==> src/rtl/jtframe_romarb_pkg.sv <==
// Shared types, bus widths and the offset helper for the SDRAM ROM-slot arbiter.
package jtframe_romarb_pkg;

  localparam int SDRAM_AW = 22;
  localparam int SDRAM_DW = 16;
  localparam int MAXSLOT  = 16;

  typedef enum logic [1:0] {IDLE, REQ, WAIT_DST, WAIT_RDY} state_t;

  // Word offset of slot i within a MAXSLOT-wide flattened offset vector.
  function automatic logic [SDRAM_AW-1:0] slot_offset(
    input logic [MAXSLOT*SDRAM_AW-1:0] offsets,
    input int                          i
  );
    return offsets[i*SDRAM_AW +: SDRAM_AW];
  endfunction

endpackage

==> src/rtl/jtframe_romarb_slot.sv <==
// One client slot: single-word tag/data cache, hit compare, word address and byte select.
module jtframe_romarb_slot
  import jtframe_romarb_pkg::*;
#(
  parameter bit                  DW8    = 1'b0,
  parameter logic [SDRAM_AW-1:0] OFFSET = '0
) (
  input  logic                clk,
  input  logic                rst,
  input  logic                i_flush,
  input  logic                i_we,
  input  logic [SDRAM_AW-1:0] i_gaddr,
  input  logic [SDRAM_DW-1:0] i_wdata,
  input  logic                i_cs,
  input  logic [SDRAM_AW-1:0] i_addr,
  output logic [SDRAM_AW-1:0] o_waddr,
  output logic [SDRAM_AW-1:0] o_saddr,
  output logic                o_ok,
  output logic [SDRAM_DW-1:0] o_dout
);

  logic [SDRAM_AW-1:0] r_tag;
  logic                r_valid;
  logic [SDRAM_DW-1:0] r_data;

  assign o_waddr = DW8 ? {1'b0, i_addr[SDRAM_AW-1:1]} : i_addr;
  assign o_saddr = o_waddr + OFFSET;
  assign o_ok    = i_cs & r_valid & ~i_flush & (r_tag == o_waddr);

  // Byte lane follows the live address so a neighbouring byte hits immediately.
  always_comb begin
    if (DW8) o_dout = {8'h00, i_addr[0] ? r_data[15:8] : r_data[7:0]};
    else     o_dout = r_data;
  end

  always_ff @(posedge clk or negedge rst) begin
    if (!rst) begin
      r_tag   <= '0;
      r_valid <= 1'b0;
      r_data  <= '0;
    end else if (i_flush) begin
      r_valid <= 1'b0;
    end else if (i_we) begin
      r_tag   <= i_gaddr;
      r_valid <= 1'b1;
      r_data  <= i_wdata;
    end
  end

endmodule

==> src/rtl/jtframe_romarb.sv <==
// SDRAM ROM-slot arbiter: per-slot one-word caches, misses served one at a time on one read port.
// Define JTFRAME_ROMARB_STATS_EN to build the per-slot saturating miss counters.
module jtframe_romarb
  import jtframe_romarb_pkg::*;
#(
  parameter int                          NSLOT    = 9,
  parameter logic [NSLOT-1:0]            SLOT_DW8 = '0,
  parameter logic [NSLOT*SDRAM_AW-1:0]   OFFSETS  = '0,
  parameter bit                          RR_EN    = 1'b0
) (
  input  logic                        clk,
  input  logic                        rst,
  input  logic                        downloading,
  input  logic [NSLOT-1:0]            slot_cs,
  input  logic [NSLOT*SDRAM_AW-1:0]   slot_addr,
  output logic [NSLOT-1:0]            slot_ok,
  output logic [NSLOT*SDRAM_DW-1:0]   slot_dout,
  output logic                        sdram_req,
  output logic [SDRAM_AW-1:0]         sdram_addr,
  input  logic                        sdram_ack,
  input  logic                        data_dst,
  input  logic                        data_rdy,
  input  logic [SDRAM_DW-1:0]         data_read,
  output logic [NSLOT*16-1:0]         miss_cnt
);

  localparam int GW = (NSLOT > 1) ? $clog2(NSLOT) : 1;
  localparam int OW = MAXSLOT * SDRAM_AW;
  localparam logic [OW-1:0] OFFS_EXT = OW'(OFFSETS);

  state_t              r_st;
  logic                r_req;
  logic [SDRAM_AW-1:0] r_addr;
  logic [SDRAM_AW-1:0] r_gaddr;
  logic [GW-1:0]       r_gnt;
  logic [GW-1:0]       r_ptr;

  logic [SDRAM_AW-1:0] w_waddr [NSLOT];
  logic [SDRAM_AW-1:0] w_saddr [NSLOT];
  logic [NSLOT-1:0]    w_pend;
  logic [GW-1:0]       w_gnt;
  logic [GW-1:0]       w_ptr_nxt;
  logic                w_fill;
  logic                w_grant;

  for (genvar i = 0; i < NSLOT; i++) begin : g_slot
    jtframe_romarb_slot #(
      .DW8    (SLOT_DW8[i]),
      .OFFSET (slot_offset(OFFS_EXT, i))
    ) u_slot (
      .clk     (clk),
      .rst     (rst),
      .i_flush (downloading),
      .i_we    (w_fill && (r_gnt == GW'(i))),
      .i_gaddr (r_gaddr),
      .i_wdata (data_read),
      .i_cs    (slot_cs[i]),
      .i_addr  (slot_addr[i*SDRAM_AW +: SDRAM_AW]),
      .o_waddr (w_waddr[i]),
      .o_saddr (w_saddr[i]),
      .o_ok    (slot_ok[i]),
      .o_dout  (slot_dout[i*SDRAM_DW +: SDRAM_DW])
    );
    assign w_pend[i] = slot_cs[i] & ~slot_ok[i];
  end

  // First pending slot at or after base, wrapping.
  function automatic logic [GW-1:0] pick(input logic [NSLOT-1:0] pend, input logic [GW-1:0] base);
    int idx;
    pick = '0;
    for (int k = NSLOT - 1; k >= 0; k--) begin
      idx = (int'(base) + k) % NSLOT;
      if (pend[idx]) pick = GW'(idx);
    end
  endfunction

  assign w_gnt     = pick(w_pend, RR_EN ? r_ptr : '0);
  assign w_ptr_nxt = (w_gnt == GW'(NSLOT - 1)) ? '0 : w_gnt + 1'b1;
  assign w_grant   = (r_st == IDLE) && (|w_pend) && !downloading;
  // dst and rdy together in WAIT_DST complete the fill in that same cycle.
  assign w_fill    = !downloading && data_rdy &&
                     ((r_st == WAIT_RDY) || ((r_st == WAIT_DST) && data_dst));

  always_ff @(posedge clk or negedge rst) begin
    if (!rst) begin
      r_st    <= IDLE;
      r_req   <= 1'b0;
      r_addr  <= '0;
      r_gaddr <= '0;
      r_gnt   <= '0;
      r_ptr   <= '0;
    end else if (downloading) begin
      r_st  <= IDLE;
      r_req <= 1'b0;
    end else begin
      unique case (r_st)
        IDLE: if (w_grant) begin
          r_gnt   <= w_gnt;
          r_gaddr <= w_waddr[w_gnt];
          r_addr  <= w_saddr[w_gnt];
          r_req   <= 1'b1;
          r_st    <= REQ;
          if (RR_EN) r_ptr <= w_ptr_nxt;
        end
        REQ: if (sdram_ack) begin
          r_req <= 1'b0;
          r_st  <= WAIT_DST;
        end
        WAIT_DST: if (data_dst) r_st <= data_rdy ? IDLE : WAIT_RDY;
        WAIT_RDY: if (data_rdy) r_st <= IDLE;
        default:  r_st <= IDLE;
      endcase
    end
  end

  assign sdram_req  = r_req;
  assign sdram_addr = r_addr;

`ifdef JTFRAME_ROMARB_STATS_EN
  logic [15:0] r_cnt [NSLOT];
  logic        r_dl;

  always_ff @(posedge clk or negedge rst) begin
    if (!rst) begin
      r_dl <= 1'b0;
      for (int i = 0; i < NSLOT; i++) r_cnt[i] <= '0;
    end else begin
      r_dl <= downloading;
      for (int i = 0; i < NSLOT; i++) begin
        if (downloading && !r_dl) begin
          r_cnt[i] <= '0;
        end else if (w_grant && (w_gnt == GW'(i)) && (r_cnt[i] != 16'hFFFF)) begin
          r_cnt[i] <= r_cnt[i] + 16'd1;
        end
      end
    end
  end

  for (genvar i = 0; i < NSLOT; i++) begin : g_cnt
    assign miss_cnt[i*16 +: 16] = r_cnt[i];
  end
`else
  assign miss_cnt = '0;
`endif

endmodule

==> config.mk <==
export PLATFORM = sky130hd
export DESIGN_NAME = jtframe_romarb
export DESIGN_NICKNAME = d
export VERILOG_FILES = /design/src/rtl/jtframe_romarb_pkg.sv /design/src/rtl/jtframe_romarb_slot.sv /design/src/rtl/jtframe_romarb.sv
export SDC_FILE = /design/constraint.sdc
export NUM_CORES = 1
export LEC_CHECK = 0
export BUFFER_PORTS_ARGS = -buffer_cell sky130_fd_sc_hd__buf_2
export CAP_MARGIN = 20
export CORE_MARGIN = 8
export CORE_UTILIZATION = 46
export CTS_CLUSTER_DIAMETER = 30
export DETAILED_ROUTE_END_ITERATION = 8
export PLACE_DENSITY_LB_ADDON = 0.12
export SLEW_MARGIN = 20
export SYNTH_ARGS = -nofsm -noshare
export SYNTH_HDL_FRONTEND = slang
export SYNTH_SLANG_ARGS = --single-unit
==> constraint.sdc <==
create_clock -name clk -period 3.1 [get_ports clk]
set_input_delay 0.62 -clock clk [delete_from_list [all_inputs] [get_ports clk]]
set_output_delay 0.62 -clock clk [all_outputs]
set_load 0.005 [all_outputs]
# Word level (Yosys, flattened, before mapping)
# Index checks and enable logic that the tools add are counted.
# W data, S select, Z words.
[totals]
register_bits = 380
in_bits = 229
output_inout_bits = 320
elab_cells = 185
[classes]
n_lt_le_gt_ge = 1
n_eq_ne = 24
mux = 41
bitwise_logic = 47
n_reduce_logical = 41
[ops]
columns = ["op", "n"]
rows = [
  ["$eq A22 B22 Y1", 9],
  ["$bmux W22 S4", 1],
  ["$mux W22", 2],
  ["$and A1 B1 Y1", 36],
  ["$mux W4", 9],
  ["$mux W1", 21],
  ["$reduce_and A2 Y1", 9],
  ["$reduce_bool A2 Y1", 9],
  ["$eq A4 B3 Y1 const B", 4],
  ["$logic_and A1 B1 Y1", 14],
  ["$mux W2", 6],
  ["$ne A3 B3 Y1 const B", 4],
  ["$not A1 Y1", 10],
  ["$reduce_or A9 Y1", 1],
  ["$eq A4 B2 Y1 const B", 2],
  ["$pmux W2 S4", 1],
  ["$reduce_and A3 Y1", 2],
  ["$ge A5 B5 Y1 const B", 1],
  ["$not A4 Y5", 1],
  ["$eq A2 B2 Y1 const B", 2],
  ["$eq A4 B1 Y1 const B", 1],
  ["$eq A4 B4 Y1 const B", 1],
  ["$logic_not A4 Y1", 1],
  ["$reduce_and A4 Y1", 1],
  ["other kinds (6)", 6],
]

# Longest topological paths before layout
# Gate-level depths: netlist (run 1).
[logic_depth]
word_depth = 18
ltp_mapped = 13
mapped_depth_nobuf = 9

# Cells and area by module
# From an unflattened synthesis (run 1), not the netlist that was laid out.
[hier_totals]
cells_unflattened = 2320
area_unflattened_um2 = 25031.5
[by_module_without_submodules]
columns = ["module", "n_inst", "cells_each", "area_each_um2", "seq_area_each_um2"]
rows = [
  ["jtframe_romarb_slot", 9, 159, 2028.2, 975.9],
  ["jtframe_romarb", 1, 889, 6777.8, 1276.2],
]

# Worst setup path before layout (run 1)
# Ideal clock, no wire load.
[synth_timing]
path_kind = "input to register"
from = "input downloading"
to = "register r_gaddr[17]"
setup_time_ps = 124
arrival_time_ps = 3328
t_required_ps = 2976
path_slack_ps = -352
stages = 12
n_path_buf = 3
cell_sequence = "buf_2 > nand3b_1 > nor4_1 > nand2_1 > o31a_1 > or4b_1 > buf_2 > nor2_4 > buf_4 > mux2_2 > o211a_1 > a211o_1"
[synth_via]
elab_chain_cells = 18
word_cells_on_any_way = 55
classes_between = "mux (12); bitwise (38); reduce/logical (5)"
[synth_lines]
columns = ["element", "line", "source"]
rows = [
  ["start, declared", "jtframe_romarb.sv:13", "input logic downloading,"],
  ["$not A1 Y1 (no source line)", "n/a", ""],
  ["$and A1 B1 Y1 (2 in series)", "jtframe_romarb_slot.sv:28", "assign o_ok = i_cs & r_valid & ~i_flush & (r_tag == o_waddr);"],
  ["$not A1 Y1", "jtframe_romarb.sv:64", "assign w_pend[i] = slot_cs[i] & ~slot_ok[i];"],
  ["$and A1 B1 Y1", "jtframe_romarb.sv:64", ""],
  ["$mux W4 (9 in series)", "jtframe_romarb.sv:73", "if (pend[idx]) pick = GW'(idx);"],
  ["$not A4 Y5 (not written as such)", "jtframe_romarb.sv:99", "r_gaddr <= w_waddr[w_gnt];"],
  ["$bmux W22 S4", "jtframe_romarb.sv:99", ""],
  ["$mux W22 (not written as such) (2 in series)", "jtframe_romarb.sv:99", ""],
  ["end signal, assigned", "jtframe_romarb.sv:99", ""],
  ["end, declared", "jtframe_romarb.sv:34", "logic [SDRAM_AW-1:0] r_gaddr;"],
]
# Several ways; a longest one is shown, not always the timed one. The select of a mux whose other input is x is not followed.
# A chain may end at the register's enable or synchronous reset.

# Worst setup path after layout (run 1)
[layout_timing]
from = "register g_slot[1].u_slot.r_tag[8]"
to = "register r_gaddr[20]"
[layout_via]
elab_chain_cells = 10
word_cells_on_any_way = 14
classes_between = "eq/ne (1); mux (5); bitwise (4); reduce/logical (4)"
[layout_lines]
columns = ["element", "line", "source"]
rows = [
  ["start, declared", "jtframe_romarb_slot.sv:22", "logic [SDRAM_AW-1:0] r_tag;"],
  ["start signal, assigned", "jtframe_romarb_slot.sv:44", "r_tag <= i_gaddr;"],
  ["$eq A22 B22 Y1 (*)", "jtframe_romarb_slot.sv:28", ""],
  ["$and A1 B1 Y1 (*)", "jtframe_romarb_slot.sv:28", ""],
  ["$not A1 Y1 (*)", "jtframe_romarb.sv:64", ""],
  ["$and A1 B1 Y1 (*)", "jtframe_romarb.sv:64", ""],
  ["$mux W4 (2 in series)", "jtframe_romarb.sv:73", ""],
  ["$not A4 Y5 (not written as such)", "jtframe_romarb.sv:99", ""],
  ["$bmux W22 S4", "jtframe_romarb.sv:99", ""],
  ["$mux W22 (not written as such) (2 in series)", "jtframe_romarb.sv:99", ""],
]
# Every way passes the cells marked *; elsewhere a longest branch is shown, timed or not. The select of a mux whose other input is x is not followed.

==> impl_metrics.py, run 1 <==
metrics = {
    "routing": {
        "routed_wl_microns": 70700,
        "drc": 0,
        "drtIter0Drc": 1100,
        "dr.pass1.iters": 5,
        "wl_per_cell_microns": 25.5,
        "vias": 15116,
        "viasPerCell": 5.45,
        "drtAntennaViolNets": 0,
    },
    "clocking": {
        "htreeDepth": 3,
        "clock_sinks": 380,
        "clkTransAtPathRegs_ns": 0.05,
        "cts_buffers": 91,
        "cts_tree": "built",
        "clk_latency_ns": 0.60,
        "clk_path_buf_depth": 3,
        "cts-root-buf": "clkbuf_16",
    },
    "synthesis": {
        "synthArstFlopShare_pct": 100,
        "synth_ff_type": "dfrtp_1",
        "yosys_warnings": 0,
        "ys_seq_elements": 380,
        "synth_edf_count": 0,
        "postSynthAreaPerCell_sq_um": 12.5,
        "syn_inst": 1566,
        "synth_area_sq_mm": 0.0196,
        "synth-seq-area-share_pct": 48.5,
        "synth_cell_types": 50,
    },
    "floorplan": {
        "num_rows": 75,
        "chipHeight_microns": 222,
        "die_w_microns": 222,
        "core-area_sq_mm": 0.0420,
        "initial_utilization_pct": 46.7,
        "ios": 549,
        "die_area_sq_mm": 0.0495,
    },
    "cells_and_area": {
        "final_util_pct": 63.7,
        "final_cell_count_no_fill": 2775,
        "fin_nets": 2383,
        "drive_above_1_share_pct": 53.2,
        "multiInputGateArea_sq_mm": 0.00915,
        "regArea_sq_mm": 0.00951,
        "area_growth_syn_to_layout_pct": 36.5,
        "fill_cells": 3336,
    },
    "sta": {
        "finClkSkew_ns": 0.0167,
        "fin_crit_ns": 3.41,
        "fin_ws_ns": -0.313,
        "rsz0062_at_grt": "true",
        "hold_violations": 0,
        "max_slew_margin_pct": 44.8,
        "setup_viol_count_final": 26,
        "worst_pin_slew_ns": 0.829,
        "hold_slack_ns": 0.375,
        "fmax_mhz": 293,
        "finalCritPeriodShare_pct": 110,
        "drv_slew": 0,
    },
    "setup_path": {
        "end_kind": "register",
        "reg2reg_depth": 11,
        "crit_start": "g_slot[1].u_slot.r_tag[8]",
        "cp.required_ns": 3.58,
        "cp_max_fo": 9,
        "r2r_slack_ns": -0.31,
        "r2r-end": "r_gaddr[20]",
        "startpoint_type": "register",
        "crit_type": "reg2reg",
        "arrival_ns": 3.90,
        "reg2reg_from": "g_slot[1].u_slot.r_tag[8]",
    },
    "global_route": {
        "first_global_vias": 15840,
        "track_usage_pct": 27.5,
        "overflow": 0,
        "grt_antenna_before_repair": 10,
        "grt_pass1_wl_microns": 103000,
        "grt_max_degree": 91,
    },
    "place": {
        "io_buffers": 404,
        "dp_hpwl_microns": 52900,
        "dpl_worst_slack_ns": -0.934,
        "place_congestion": 0.957,
        "placed_cells": 2586,
    },
    "power": {
        "p_per_area_mw_per_mm2": 693,
        "p_int_uw": 13800,
        "power_frac_seq_pct": 32.1,
        "ir_drop_v": 0.000535,
        "finalPower_uw": 18500,
        "p_leak_uw": 0.0144,
        "switchingPower_uw": 4770,
        "combPwrFrac_pct": 11.8,
        "clockPowerShare_pct": 56.1,
        "netSwitchingFraction_pct": 25.7,
    },
    "hold_path": {
        "min_path_cells": 4,
        "worstHoldEndpoint": "r_st[0]",
        "hold_class": "in2reg",
        "min_from": "data_rdy",
    },
    "run_status": {
        "violations": "negative setup slack",
        "outcome": "complete, but fails checks",
    },
    "flow_run": {
        "max-cap-violations": 0,
    },
}
[per-stage QoR]
| step | TNS (ns) | instance area, sq um |
|---|---|---|
| 3_5_place_dp | -22.77 | 23100 |
| 3_3_place_gp | -21.90 | 23100 |
| 5_1_grt | -8.42 | 26800 |
| 4_1_cts | -5.30 | 26600 |
| 6_report | -6.66 | 26800 |
| 2_1_floorplan | -5.67 | 20200 |
[layout by cell type, fill, tap and decap left out, types with 13 or more instances in the layout]
| cell | n |
|---|---|
| clkinv_2 | 13 |
| buf_2 | 403 |
| nor2_1 | 13 |
| buf_12 | 23 |
| dfrtp_1 | 380 |
| inv_1 | 31 |
| nand3_1 | 23 |
| nand2_1 | 14 |
| xor2_1 | 163 |
| xnor2_1 | 35 |
| o211a_1 | 18 |
| nor4_1 | 37 |
| a211o_1 | 22 |
| clkbuf_16 | 98 |
| nand4_1 | 37 |
| bufinv_16 | 18 |
| mux2_2 | 346 |
| mux4_2 | 22 |
| mux2_4 | 20 |
| o21ai_0 | 55 |
| o31ai_1 | 19 |
| conb_1 | 144 |
| buf_4 | 166 |
[synthesized netlist by cell type (2+ instances only)]
| cell type | count | area share [%] |
|---|---|---|
| xnor2_1 | 35 | 1.6 |
| nand2b_1 | 2 | 0.064 |
| or2_2 | 2 | 0.064 |
| nor3_1 | 10 | 0.26 |
| mux2i_1 | 2 | 0.10 |
| buf_1 | 7 | 0.13 |
| dfrtp_1 | 380 | 48 |
| o21ai_0 | 56 | 1.4 |
| a21oi_1 | 5 | 0.13 |
| nand3b_1 | 6 | 0.23 |
| nand4_1 | 37 | 1.2 |
| o211a_1 | 22 | 1.1 |
| nor2_1 | 13 | 0.25 |
| and4_1 | 3 | 0.13 |
| nand2_1 | 20 | 0.38 |
| o21a_1 | 2 | 0.077 |
| o31ai_1 | 23 | 0.88 |
| nand3_1 | 24 | 0.61 |
| buf_6 | 7 | 0.40 |
| buf_2 | 4 | 0.10 |
| buf_4 | 156 | 6.0 |
| xor2_1 | 163 | 7.3 |
| a21o_1 | 4 | 0.15 |
| mux2_1 | 10 | 0.57 |
| inv_1 | 31 | 0.59 |
| o31a_1 | 3 | 0.13 |
| nor2b_1 | 4 | 0.13 |
| clkbuf_1 | 77 | 1.5 |
| nor4_1 | 40 | 1.3 |
| mux2_2 | 356 | 20 |
| a211o_1 | 22 | 0.98 |
| mux4_2 | 22 | 2.5 |
[how the worst max path moves through the flow]
| stage | end | slack, ns | depth (start not counted) |
|---|---|---|---|
| CTS | r_gaddr[9] | -0.26 | 11 |
| detailed placement | r_gaddr[9] | -0.93 | 12 |
| floorplan | r_gaddr[17] | -0.28 | 11 |
| global route | r_gaddr[20] | -0.37 | 11 |
| global placement | r_gaddr[13] | -0.89 | 12 |
| finish | r_gaddr[20] | -0.31 | 11 |
[cell families after synthesis]
family	count (synthesis)	synth area share, %
compound gates	143	5.21
flops	380	48.5
mux	390	23.6
buf+inv	282	8.68
other cells	1	0.0191
xor+xnor	198	8.84
simple gates	172	5.13
[flip-flops by register name (all words and copies together) (netlist names)]
name,cells
sdram_req,1
g_slot.u_slot.o_dout,144
r_gnt,4
r_st,2
g_slot.u_slot.r_valid,9
r_gaddr,22
g_slot.u_slot.r_tag,198
[layout make-up]
type                       count  area share (%)
clock inverter                58            3.18
sequential                   380            35.5
inverter                      31           0.435
timing repair buffer         603            14.7
tap                          539            2.52
antenna                        6          0.0561
clock buffer                 111            9.47
multi-input combinational   1047            34.2
[layer usage]
layer,share of wire (%),vias to the layer above,global-route usage [%],wire [microns]
met3,9.2,150,8.01,6500
met1,40,7694,35.3,28400
met5,0.067,-,0,47
met4,3.4,6,11.0,2410
met2,47,786,43.2,33300
li1,-,6480,-,-
[power groups by stage]
stage	sequential, uW	combinational (uW)	clock (uW)
3_5_place_dp	6010	2100	0
5_1_grt	6000	2330	10800
6_report	5950	2180	10400
3_3_place_gp	5980	2080	0
2_1_floorplan	5720	1200	0
4_1_cts	5940	2140	10500
[what timing repair did]
item,CTS,global route
gates cloned,1,4
resized for setup,17,9
setup endpoints to repair,29,29
pin swaps,2,10
buffers inserted,4,5
hold buffers,1,0
hold endpoints to repair,37,0
[critical path, stage by stage, from the launching register on]
cell     delay (ns)
dfrtp_1        0.38
xor2_1         0.15
nor4_2         0.39
nand4_1        0.19
o31a_1         0.38
or4b_4         0.57
nor2_4         0.16
buf_12         0.17
buf_4          0.12
mux2_4         0.29
o211a_4        0.26
a211o_1        0.22
Note: power is estimated with default switching activity, not from simulation.
==> inputs of run 2 (changes only) <==
CORE_ASPECT_RATIO = 1.5   (was default)
GPL_ROUTABILITY_DRIVEN = 0   (was default)
==> run 2 against run 1 <==
Net effect:
- the flow still finishes with violations (negative setup slack)
- power fell by 15%
- sequential power barely moved
- non-clock buffer count rose by 6
- die area rose by 0.28%
- final cell count fell by 0.32%
- sequential cell count did not move
- cell area fell by 3.4%
- critical path type unchanged
- critical endpoint is now r_gaddr[10]
- largest cell class unchanged
==> impl_metrics.py, run 2 (synthesis gave the netlist of run 1 again) <==
metrics = {
    "routing": {
        "vias": 14732,
        "wl_per_cell_microns": 26.4,
        "drc": 0,
        "drtIter0Drc": 774,
        "dr.pass1.iters": 4,
        "drtAntennaViolNets": 0,
        "viasPerCell": 5.33,
        "routed_wl_microns": 72900,
    },
    "run_status": {
        "violations": "negative setup slack",
        "outcome": "complete, but fails checks",
    },
    "clocking": {
        "clock_sinks": 380,
        "cts_tree": "built",
        "htreeDepth": 3,
        "cts-root-buf": "clkbuf_16",
        "clkTransAtPathRegs_ns": 0.05,
        "cts_buffers": 68,
        "clk_path_buf_depth": 3,
        "clk_latency_ns": 0.58,
    },
    "setup_path": {
        "startpoint_type": "register",
        "cp_max_fo": 23,
        "end_kind": "register",
        "cp.required_ns": 3.55,
        "arrival_ns": 3.83,
        "crit_type": "reg2reg",
    },
    "sta": {
        "finalCritPeriodShare_pct": 109,
        "max_slew_margin_pct": 44.5,
        "rsz0062_at_grt": "true",
        "fin_ws_ns": -0.277,
        "hold_slack_ns": 0.402,
        "hold_violations": 0,
        "finClkSkew_ns": 0.0224,
        "fmax_mhz": 296,
        "fin_crit_ns": 3.38,
        "worst_pin_slew_ns": 0.833,
        "drv_slew": 0,
        "setup_viol_count_final": 24,
    },
    "global_route": {
        "overflow": 0,
        "grt_pass1_wl_microns": 104000,
        "gr-usage-met1_pct": 30.3,
        "grt_max_degree": 90,
        "track_usage_pct": 28.9,
        "busiest_layer": "met2",
        "use_met2_pct": 50.4,
        "grt_use_met3_pct": 8.72,
        "first_global_vias": 15898,
        "grt_antenna_before_repair": 23,
    },
    "cells_and_area": {
        "final_cell_count_no_fill": 2766,
        "area_growth_syn_to_layout_pct": 31.8,
        "largest_reg_flops": 198,
        "mostFrequentLayoutCells": "buf_2, dfrtp_1, mux2_2",
        "final_util_pct": 61.5,
        "fin_nets": 2366,
        "regMostFlops": "g_slot.u_slot.r_tag",
        "drive_above_1_share_pct": 52.9,
        "fill_cells": 3415,
        "final_common_cell": "buf_2",
    },
    "power": {
        "ir_drop_v": 0.000740,
        "p_per_area_mw_per_mm2": 612,
        "p_leak_uw": 0.0138,
    },
    "floorplan": {
        "chipHeight_microns": 269,
        "ios": 549,
        "initial_utilization_pct": 46.7,
        "num_rows": 92,
        "core-area_sq_mm": 0.0420,
        "die_w_microns": 185,
        "die_area_sq_mm": 0.0496,
    },
    "place": {
        "placed_cells": 2622,
        "io_buffers": 404,
        "dpl_worst_slack_ns": -1.01,
        "dp_hpwl_microns": 55700,
    },
    "hold_path": {
        "hold_class": "in2reg",
    },
    "flow_run": {
        "max-cap-violations": 0,
    },
}
==> run 2: cell count changes in the layout (fill, tap and decap cells not counted), moves of 4 or more <==
cell	change
buf_4	+8
buf_6	+4
bufinv_16	-11
clkbuf_16	-28
clkinv_2	-9
clkinv_4	-4
diode_2	+8
inv_6	+4
o211a_1	-10
o211a_4	+10
==> run 2: area by class of cell <==
| cell class | count | area, sq um | share of cell area [%] |
|---|---|---|---|
| diodes | 14 | 35.0 | 0.135 |
| clock buffers | 86 | 1930 | 7.47 |
| clock inverters | 35 | 440 | 1.70 |
| inverters | 31 | 116 | 0.450 |
| multi-input cells | 1047 | 9240 | 35.7 |
| flip-flops and latches | 380 | 9510 | 36.8 |
| well taps | 564 | 706 | 2.73 |
| repair buffers | 609 | 3880 | 15.0 |
==> run 2: timing repair <==
action | CTS | global route
resized for setup | 27 | 17
endpoints found under the hold margin | 27 | 0
buffers inserted | 8 | 0
pin swaps | 28 | 10
hold buffers | 1 | 0
endpoints found under the setup margin | 27 | 28
==> run 2: critical path, stage by stage (launching register included) <==
cell and delay [ns]:
dfrtp_1 0.38, xor2_1 0.14, nor4_1 0.30, buf_4 0.18, nand4_1 0.16, o31ai_4 0.33
or4b_4 0.53, buf_6 0.20, o21ai_0 0.19, nand4_1 0.30, o211a_1 0.28, a211o_1 0.25
==> run 2: path summary, 6_finish.rpt <==
kind	from	endpoint	slack [ns]	depth (start not counted)
min in group asynchronous	rst	g_slot[7].u_slot.o_dout[13]	0.56	2
max	g_slot[3].u_slot.r_tag[6]	r_gaddr[10]	-0.28	11
min reg2reg	g_slot[8].u_slot.r_valid	g_slot[8].u_slot.r_valid	0.47	1
max in group asynchronous	rst	g_slot[5].u_slot.o_dout[1]	1.60	3
max reg2reg	g_slot[3].u_slot.r_tag[6]	r_gaddr[10]	-0.28	11
min	data_read[9]	g_slot[4].u_slot.o_dout[9]	0.40	2
==> run 2: metal layers <==
metal	wire length [microns]	vias to the layer above	part of all wire, %
li1	-	6450	-
met1	25300	7427	35
met2	37100	668	51
met3	6190	169	8.5
met4	4280	18	5.9
met5	121	-	0.17
==> run 2: through the flow <==
step	total power (uW)	area, sq um	TNS [ns]
after global placement	8140	23100	-24.19
after floorplan	6920	20200	-5.67
after global routing	16400	25800	-8.75
final	15800	25900	-5.15
after detailed placement	8180	23100	-24.48
after CTS	15900	25700	-7.00
==> run 2: report_power, final <==
part | internal (uW) | total, uW | leakage [uW] | switching [uW]
combinational | 1070 | 2190 | 0.00748 | 1120
sequential | 5400 | 5980 | 0.00522 | 580
clock | 5030 | 7660 | 0.00114 | 2630
total | 11500 | 15800 | 0.0138 | 4330
==> inputs of run 3 (changes only) <==
CORE_UTILIZATION = 48   (was 46)
==> run 3 against run 2 <==
Net effect:
- the flow finishes with violations (negative hold slack, negative setup slack)
- sequential share of layout area grew 0.12 points
- final cell count shrank 2.5%
- hold slack lost 0.41 ns
- critical endpoint is now r_gaddr[15]
- cell area shrank 0.34%
- critical path type unchanged
==> impl_metrics.py, run 3 (synthesis gave the netlist of run 1 again) <==
metrics = {
    "run_status": {
        "outcome": "complete, but fails checks",
        "violations": "negative hold slack, negative setup slack",
    },
    "routing": {
        "drtAntennaViolNets": 0,
        "vias": 14881,
        "routed_wl_microns": 73300,
        "viasPerCell": 5.52,
        "drtIter0Drc": 917,
        "wl_per_cell_microns": 27.2,
        "dr.pass1.iters": 5,
        "drc": 0,
    },
    "power": {
        "p_per_area_mw_per_mm2": 623,
        "power_frac_seq_pct": 37.5,
        "clockPowerShare_pct": 49.2,
        "switchingPower_uw": 4450,
        "p_int_uw": 11600,
        "ir_drop_v": 0.000523,
        "netSwitchingFraction_pct": 27.7,
        "combPwrFrac_pct": 13.4,
        "p_leak_uw": 0.0139,
    },
    "sta": {
        "fin_ws_ns": -0.256,
        "rsz0062_at_grt": "true",
        "max_slew_margin_pct": 38.5,
        "hold_violations": 1,
        "finClkSkew_ns": 0.0196,
        "fmax_mhz": 298,
        "drv_slew": 0,
        "worst_pin_slew_ns": 0.922,
        "fin_crit_ns": 3.36,
        "hold_slack_ns": -0.00524,
        "setup_viol_count_final": 24,
        "finalCritPeriodShare_pct": 108,
    },
    "setup_path": {
        "reg2reg_depth": 11,
        "crit_type": "reg2reg",
        "cp.required_ns": 3.55,
        "cp_max_fo": 6,
        "worstSetupEndpoint": "r_gaddr[15]",
        "end_kind": "register",
        "r2r_slack_ns": -0.26,
        "r2r-end": "r_gaddr[15]",
        "crit_start": "g_slot[0].u_slot.r_tag[4]",
        "arrival_ns": 3.81,
        "startpoint_type": "register",
        "reg2reg_from": "g_slot[0].u_slot.r_tag[4]",
    },
    "place": {
        "io_buffers": 404,
        "dpl_worst_slack_ns": -0.986,
        "dpl_cell_area_sq_mm": 0.0229,
        "dp_hpwl_microns": 55300,
    },
    "global_route": {
        "grt_antenna_before_repair": 29,
        "first_global_vias": 16214,
        "overflow": 0,
        "grt_max_degree": 89,
        "track_usage_pct": 29.7,
        "grt_pass1_wl_microns": 105000,
    },
    "floorplan": {
        "core-area_sq_mm": 0.0403,
        "die_area_sq_mm": 0.0477,
        "initial_utilization_pct": 48.7,
        "die_w_microns": 181,
        "ios": 549,
        "chipHeight_microns": 264,
        "num_rows": 90,
    },
    "clocking": {
        "htreeDepth": 3,
        "cts_tree": "built",
        "clk_latency_ns": 0.58,
        "clk_path_buf_depth": 3,
        "clock_sinks": 380,
        "cts_buffers": 68,
        "clkTransAtPathRegs_ns": 0.05,
        "cts-root-buf": "clkbuf_16",
    },
    "cells_and_area": {
        "final_common_cell": "buf_2",
        "drive_above_1_share_pct": 52.3,
        "area_growth_syn_to_layout_pct": 31.4,
        "regMostFlops": "g_slot.u_slot.r_tag",
        "fin_nets": 2352,
        "mostFrequentLayoutCells": "buf_2, dfrtp_1, mux2_2",
        "final_util_pct": 63.9,
        "fin_area_sq_mm": 0.0258,
        "largest_reg_flops": 198,
    },
    "flow_run": {
        "max-cap-violations": 0,
    },
    "hold_path": {
        "hold_class": "in2async",
    },
}
==> run 3: worst min path at each step <==
stage	startpoint	endpoint	slack, ns	cells past startpoint
after global placement	g_slot[8].u_slot.r_valid	g_slot[8].u_slot.r_valid	0.45	1
after global routing	rst	g_slot[4].u_slot.o_dout[3]	0.02	1
after floorplan	rst	g_slot[0].u_slot.o_dout[0]	0.32	0
after CTS	rst	g_slot[4].u_slot.o_dout[3]	0.007	1
after detailed placement	g_slot[8].u_slot.r_valid	g_slot[8].u_slot.r_valid	0.46	1
final	rst	g_slot[4].u_slot.o_dout[3]	-0.005	1
==> run 3: critical path, stage by stage, from the launching register on <==
cell     delay (ns)
dfrtp_1        0.38
xor2_1         0.18
nor4_4         0.42
nand4_1        0.21
o21a_1         0.24
or4b_4         0.57
nor2_4         0.20
buf_12         0.16
buf_16         0.13
mux2_4         0.30
o211a_1        0.21
a211o_1        0.22
==> run 3: through the flow <==
step	cells	setup TNS (ns)	total power, uW	hold slack [ns]
2_1_floorplan	1709	-5.67	6920	0.324
3_3_place_gp	2544	-22.69	8080	0.453
3_5_place_dp	2544	-23.63	8140	0.459
4_1_cts	2681	-4.24	16100	0.00695
5_1_grt	2688	-6.49	16500	0.0209
6_report	2696	-4.98	16100	-0.00524
==> run 3: final cells by class <==
cell class,count,area [sq um]
Tap cell,506,633
Timing Repair Buffer,595,3870
Fill cell,3215,14500
Inverter,31,116
Sequential cell,380,9510
Clock buffer,78,1800
Antenna cell,14,35.0
Clock inverter,45,616
Multi-Input combinational cell,1047,9190
==> run 3: repair_timing <==
action / CTS / global route
hold buffers: 0 / 0
endpoints found under the hold margin: 0 / 0
gates resized for setup: 38 / 10
endpoints found under the setup margin: 28 / 27
setup buffers: 11 / 1
pin swaps: 11 / 5
gates cloned: 3 / 1
==> run 3: power by group through the flow <==
stage / Sequential (uW) / Clock, uW / Combinational [uW]
2_1_floorplan: 5720 / 0 / 1200
3_3_place_gp: 6050 / 0 / 2030
3_5_place_dp: 6080 / 0 / 2050
4_1_cts: 6010 / 7960 / 2120
5_1_grt: 6060 / 8200 / 2290
6_report: 6020 / 7890 / 2140
==> run 3: per-layer routing <==
layer,GRT usage (%),part of all wire [%]
met1,30.5,34
met2,51.6,50
met3,8.59,8.2
met4,20.4,7.5
met5,0,0.19
